==> config.mk <==
export PLATFORM = sky130hd
export DESIGN_NAME = pipelined_datapath
export DESIGN_NICKNAME = d
export VERILOG_FILES = /design/src/rtl/pipelined_datapath.sv
export SDC_FILE = /design/constraint.sdc
export NUM_CORES = 2
export LEC_CHECK = 0
export CORE_UTILIZATION = 30
export DETAILED_ROUTE_END_ITERATION = 8
export PLACE_DENSITY = 0.53
export SKIP_CTS_REPAIR_TIMING = 1
export SLEW_MARGIN = 25
export SYNTH_ARGS = -nofsm -noshare
export SYNTH_HDL_FRONTEND = slang
export SYNTH_SLANG_ARGS = --single-unit
==> constraint.sdc <==
create_clock -name clk -period 11.2 [get_ports clk]
set_input_delay 2.24 -clock clk [delete_from_list [all_inputs] [get_ports clk]]
set_output_delay 2.24 -clock clk [all_outputs]
set_load 0.02 [all_outputs]
==> src/rtl/pipelined_datapath.sv <==
// Three-stage datapath: issue/operand latch (S1), execute/memory (S2), writeback.
// Operands are bypassed from S1 (ALU) and S2 (writeback); a load followed by a dependent op stalls one cycle.
module pipelined_datapath #(
    parameter  int WIDTH = 16,
    parameter  int NREGS = 16,
    parameter  int DEPTH = 256,
    localparam int RAW   = $clog2(NREGS),
    localparam int DAW   = $clog2(DEPTH)
) (
    input  logic             clk,
    input  logic             rst_n,
    input  logic             in_valid,
    output logic             in_ready,
    input  logic [RAW-1:0]   in_ra,
    input  logic [RAW-1:0]   in_rb,
    input  logic [RAW-1:0]   in_wa,
    input  logic             in_wen,
    input  logic             in_rf_s,
    input  logic [2:0]       in_alu_s,
    input  logic [DAW-1:0]   in_d_addr,
    input  logic             in_d_wr,
    output logic             out_valid,
    output logic             out_wen,
    output logic [RAW-1:0]   out_wa,
    output logic [WIDTH-1:0] out_data,
    output logic             out_zero
);

    logic [NREGS-1:0][WIDTH-1:0] r_rf;
    logic [WIDTH-1:0]            r_mem [DEPTH];
    logic [WIDTH-1:0]            r_mem_q;

    logic             r_s1_vld, r_s1_wen, r_s1_rf_s, r_s1_d_wr;
    logic [RAW-1:0]   r_s1_wa;
    logic [2:0]       r_s1_alu_s;
    logic [DAW-1:0]   r_s1_d_addr;
    logic [WIDTH-1:0] r_s1_a, r_s1_b;

    logic             r_s2_vld, r_s2_wen, r_s2_rf_s;
    logic [RAW-1:0]   r_s2_wa;
    logic [WIDTH-1:0] r_s2_alu;

    logic             w_ld_use, w_acc;
    logic [WIDTH-1:0] w_alu, w_wb, w_opa, w_opb;

    always_comb begin
        w_alu = '0;
        case (r_s1_alu_s)
            3'd0:    w_alu = '0;
            3'd1:    w_alu = r_s1_a + r_s1_b;
            3'd2:    w_alu = r_s1_a - r_s1_b;
            3'd3:    w_alu = r_s1_a;
            3'd4:    w_alu = r_s1_a ^ r_s1_b;
            3'd5:    w_alu = r_s1_a | r_s1_b;
            3'd6:    w_alu = r_s1_a & r_s1_b;
            default: w_alu = r_s1_a + WIDTH'(1);
        endcase
    end

    assign w_wb = r_s2_rf_s ? r_mem_q : r_s2_alu;

    // A load in S1 has no data yet; the consumer waits one cycle and picks it up from S2.
    assign w_ld_use = r_s1_vld && r_s1_wen && r_s1_rf_s &&
                      (in_ra == r_s1_wa || in_rb == r_s1_wa);
    assign in_ready = !w_ld_use;
    assign w_acc    = in_valid && !w_ld_use;

    // Later assignments win: S1 ALU result beats S2 writeback beats RF.
    always_comb begin
        w_opa = r_rf[in_ra];
        w_opb = r_rf[in_rb];
        if (r_s2_vld && r_s2_wen && r_s2_wa == in_ra) w_opa = w_wb;
        if (r_s2_vld && r_s2_wen && r_s2_wa == in_rb) w_opb = w_wb;
        if (r_s1_vld && r_s1_wen && !r_s1_rf_s && r_s1_wa == in_ra) w_opa = w_alu;
        if (r_s1_vld && r_s1_wen && !r_s1_rf_s && r_s1_wa == in_rb) w_opb = w_alu;
    end

    always_ff @(posedge clk or negedge rst_n) begin
        if (!rst_n) begin
            r_s1_vld    <= 1'b0;
            r_s1_wen    <= 1'b0;
            r_s1_rf_s   <= 1'b0;
            r_s1_d_wr   <= 1'b0;
            r_s1_wa     <= '0;
            r_s1_alu_s  <= '0;
            r_s1_d_addr <= '0;
            r_s1_a      <= '0;
            r_s1_b      <= '0;
        end else begin
            r_s1_vld    <= w_acc;
            r_s1_wen    <= in_wen;
            r_s1_rf_s   <= in_rf_s;
            r_s1_d_wr   <= in_d_wr;
            r_s1_wa     <= in_wa;
            r_s1_alu_s  <= in_alu_s;
            r_s1_d_addr <= in_d_addr;
            r_s1_a      <= w_opa;
            r_s1_b      <= w_opb;
        end
    end

    always_ff @(posedge clk or negedge rst_n) begin
        if (!rst_n) begin
            r_s2_vld  <= 1'b0;
            r_s2_wen  <= 1'b0;
            r_s2_rf_s <= 1'b0;
            r_s2_wa   <= '0;
            r_s2_alu  <= '0;
        end else begin
            r_s2_vld  <= r_s1_vld;
            r_s2_wen  <= r_s1_vld && r_s1_wen;
            r_s2_rf_s <= r_s1_rf_s;
            r_s2_wa   <= r_s1_wa;
            r_s2_alu  <= w_alu;
        end
    end

    always_ff @(posedge clk or negedge rst_n) begin
        if (!rst_n) begin
            for (int i = 0; i < NREGS; i++) r_rf[i] <= '0;
        end else if (r_s2_vld && r_s2_wen) begin
            r_rf[r_s2_wa] <= w_wb;
        end
    end

    // Read returns the old word; a load issued right after a store sees it a cycle later.
    always_ff @(posedge clk) begin
        if (r_s1_vld && r_s1_d_wr) r_mem[r_s1_d_addr] <= r_s1_a;
        r_mem_q <= r_mem[r_s1_d_addr];
    end

    assign out_valid = r_s2_vld;
    assign out_wen   = r_s2_wen;
    assign out_wa    = r_s2_wa;
    assign out_data  = w_wb;
    assign out_zero  = (w_wb == '0);

endmodule

==> flow_metrics.py <==
metrics = {
    "status": {
        "outcome": "completed",
    },
    "layout": {
        "layout-drive-gt1-share_pct": 29.5,
        "nets": 8593,
        "fin_area_mm2": 0.202,
        "syn2layout_area_growth_pct": 15.3,
    },
    "grt": {
        "grt_first_pass_wirelength_um": 710000,
        "overflow": 0,
        "grt_max_degree": 196,
        "grt_antenna_before_repair": 36,
        "grt_use_total_pct": 17.1,
        "grt_pass1_vias": 87830,
    },
    "timing": {
        "hold_viol": 0,
        "rsz0062_at_grt": "no",
        "setup_tns_ns": 0,
        "worst_slew_margin_rel_pct": 16.0,
        "period_share_pct": 61.3,
        "finalCriticalPeriod_ns": 6.86,
        "worst_slew_pin_slew_ns": 1.26,
        "finalSetupViolations": 0,
        "slew_viol_final": 0,
        "max_clock_freq_ghz": 0.146,
        "fin_skew_ns": 0.130,
    },
    "clock_tree": {
        "clockRootBuffer": "clkbuf_16",
        "clock_latency_ns": 1.09,
        "clock-sinks": 4442,
        "cts.path.max_buffers": 4,
        "cts_tree": "built",
        "h-tree-depth": 5,
        "cts_inserted_buffers": 447,
        "clk_pin_slew_worst_paths_ns": 0.06,
    },
    "power_and_ir_drop": {
        "irDropWorstVdd_v": 0.000155,
        "pwr_density_cell_mw_per_mm2": 190,
        "p_leak_nw": 63.9,
    },
    "logic_synthesis": {
        "synth_flop_cell": "edfxtp_1",
        "yosysTopAreaCellShare_pct": 70.3,
        "synthTopCellsByArea": "edfxtp_1 (70%), mux4_2 (17%), dfrtp_1 (4.7%)",
        "ys_seq_area_share_pct": 75.2,
        "synth_edf_count": 4096,
        "synthArstFlopShare_pct": 7.43,
        "ys_ff_latch": 4442,
        "synth_nets": 8265,
        "synth_area_per_cell_um2": 21.4,
        "yosysWarnings": 0,
        "synth_top_cell_by_area": "edfxtp_1",
        "syn_area_mm2": 0.175,
        "synth_cell_types": 61,
        "synth_cells": 8187,
    },
    "routing": {
        "wl_um": 511000,
        "routed_via_density": 5.24,
        "num_vias": 87404,
        "drt_first_pass_iters": 6,
        "ant_nets": 0,
        "route.detailed.drc": 0,
        "wl_per_cell_um": 30.7,
        "drt_iter0_drc": 11161,
    },
    "placement": {
        "dp_hpwl_um": 305000,
        "placed_area_mm2": 0.187,
        "port_buffers": 52,
        "place.gp.congestion": 0.868,
    },
    "floorplan": {
        "ioPinCount": 53,
        "die-area_mm2": 0.586,
        "die_y_um": 766,
        "core_area_mm2": 0.581,
        "num_rows": 280,
        "start_util_pct": 30.1,
        "fp.dieW_um": 766,
    },
    "critical_path": {
        "arrival_ns": 4.62,
        "cp-end-kind": "output pin",
        "cp-start-kind": "input pin",
        "critPathMaxFanout": 18,
        "worstPathRequired_ns": 8.96,
        "crit_type": "input pin to output pin",
    },
    "job": {
        "drv_cap": 0,
    },
    "worst_hold_path": {
        "min_path_type": "flop to flop",
    },
}
## final cells by class
cell class              instances  area, um2
diodes                         18       45.0
clock inverters               258       2580
multi-input cells            3161      42100
clock buffers                 572      11800
inverters                      68        255
fillers                     53515     380000
repair buffers                395       3410
well taps                    7755       9700
flip-flops and latches       4442     132000
## worst max-delay path: stages
cell and delay [ns]:
clkdlybuf4s50_1 0.50, buf_4 0.49, xnor2_1 0.21, nand4_1 0.25
nand2_1 0.22, nand3_1 0.14, clkdlybuf4s50_1 0.57
## cells in the mapped netlist (all sizes together), types with 31 or more instances
cell and n:
nor2 517, a22oi 74, clkbuf 283, mux4 1328, a21oi 258, nand2 193, buf 233, inv 68
edfxtp 4096, mux2i 182, ha 48, dfrtp 330, o21ai 110, a211oi 31, o22ai 78, nand3 42
## stage by stage
stage / power [mW] / setup WS, ns / hold WS, ns / cells / util, %
global placement: 23.6 / 4.21 / 0.406 / 15807 / 32.0
floorplan: 22.2 / 5.47 / 0.374 / 8187 / -
detailed placement: 23.8 / 4.30 / 0.405 / 15809 / 32.1
finish: 38.2 / 4.34 / 0.427 / 16669 / 34.7
global route: 39.3 / 4.26 / 0.439 / 16652 / 34.7
CTS: 38.5 / 4.29 / 0.417 / 16639 / 34.6
## where the power goes
group          internal, mW  total, mW  switching [mW]
clock                  8.25       14.8            6.54
combinational          1.07       3.50            2.43
sequential             19.4       19.9           0.525
total                  28.7       38.2            9.49
## sequential cells by signal, summed over array words and instances, names as in the netlist
signal / flops
r_s2_alu: 16
r_s1_b: 16
out_wa: 4
r_mem: 4096
r_s1_d_addr: 8
r_s1_vld: 1
r_s1_wa: 4
r_s1_d_wr: 1
out_valid: 1
r_s1_a: 16
r_rf: 256
r_s1_wen: 1
r_s1_rf_s: 1
r_mem_q: 16
r_s1_alu_s: 3
r_s2_rf_s: 1
out_wen: 1
## per-layer routing
metal	routed length (um)	part of all wire (%)	global-route usage (%)	up-vias
li1	-	-	-	34939
met1	211000	41	23.6	47716
met2	240000	47	27.0	3919
met3	41000	8.0	3.21	824
met4	19600	3.8	6.04	6
met5	34	0.0066	0	-
## path summary, 6_finish.rpt
| check | startpoint | endpoint | slack (ns) | cells past startpoint |
|---|---|---|---|---|
| max in group asynchronous | rst_n | r_rf[112]$_DFFE_PN0P_ | 7.88 | 3 |
| setup reg to reg | r_s1_d_addr[0]$_DFF_PN0_ | r_mem_q[13]$_DFF_P_ | 4.61 | 9 |
| hold / removal | r_s1_vld$_DFF_PN0_ | out_valid$_DFF_PN0_ | 0.43 | 0 |
| min in group asynchronous | rst_n | r_rf[55]$_DFFE_PN0P_ | 1.30 | 1 |
| hold reg to reg | r_s1_vld$_DFF_PN0_ | out_valid$_DFF_PN0_ | 0.43 | 0 |
| setup / recovery | in_ra[2] | in_ready | 4.34 | 7 |
## cells in the final DEF (no fill, tap or decap), types with 19 or more instances in the layout
| master | n |
|---|---|
| nand3_1 | 38 |
| clkbuf_8 | 19 |
| mux4_2 | 1328 |
| clkinv_2 | 68 |
| xnor2_1 | 19 |
| nand2_1 | 171 |
| o22ai_1 | 73 |
| nor2_4 | 120 |
| mux2i_1 | 162 |
| nor3_1 | 19 |
| buf_4 | 315 |
| a22oi_1 | 74 |
| clkdlybuf4s50_1 | 47 |
| edfxtp_1 | 4096 |
| clkbuf_1 | 106 |
| a21oi_1 | 258 |
| dfrtp_4 | 20 |
| ha_1 | 48 |
| clkinv_1 | 101 |
| inv_1 | 67 |
| bufinv_16 | 32 |
| a22o_1 | 29 |
| nor2_1 | 295 |
| nand4_1 | 22 |
| a211oi_1 | 31 |
| dfrtp_1 | 309 |
| nor2_2 | 102 |
| clkbuf_16 | 447 |
| o21ai_0 | 109 |
## logic make-up (layout without fill, tap and decap cells)
| kind of cell | count (synthesis) | after routing | share of synthesized area, % |
|---|---|---|---|
| xor+xnor | 23 | 23 | 0.115 |
| flops | 4442 | 4442 | 75.2 |
| mux | 1522 | 1522 | 18.2 |
| fa+ha+maj | 49 | 49 | 0.355 |
| other cells | 0 | 18 | 0 |
| buf+inv | 584 | 1293 | 1.57 |
| simple gates | 881 | 881 | 2.10 |
| compound gates | 686 | 686 | 2.43 |
No activity file was read; power rests on OpenSTA's default activity.
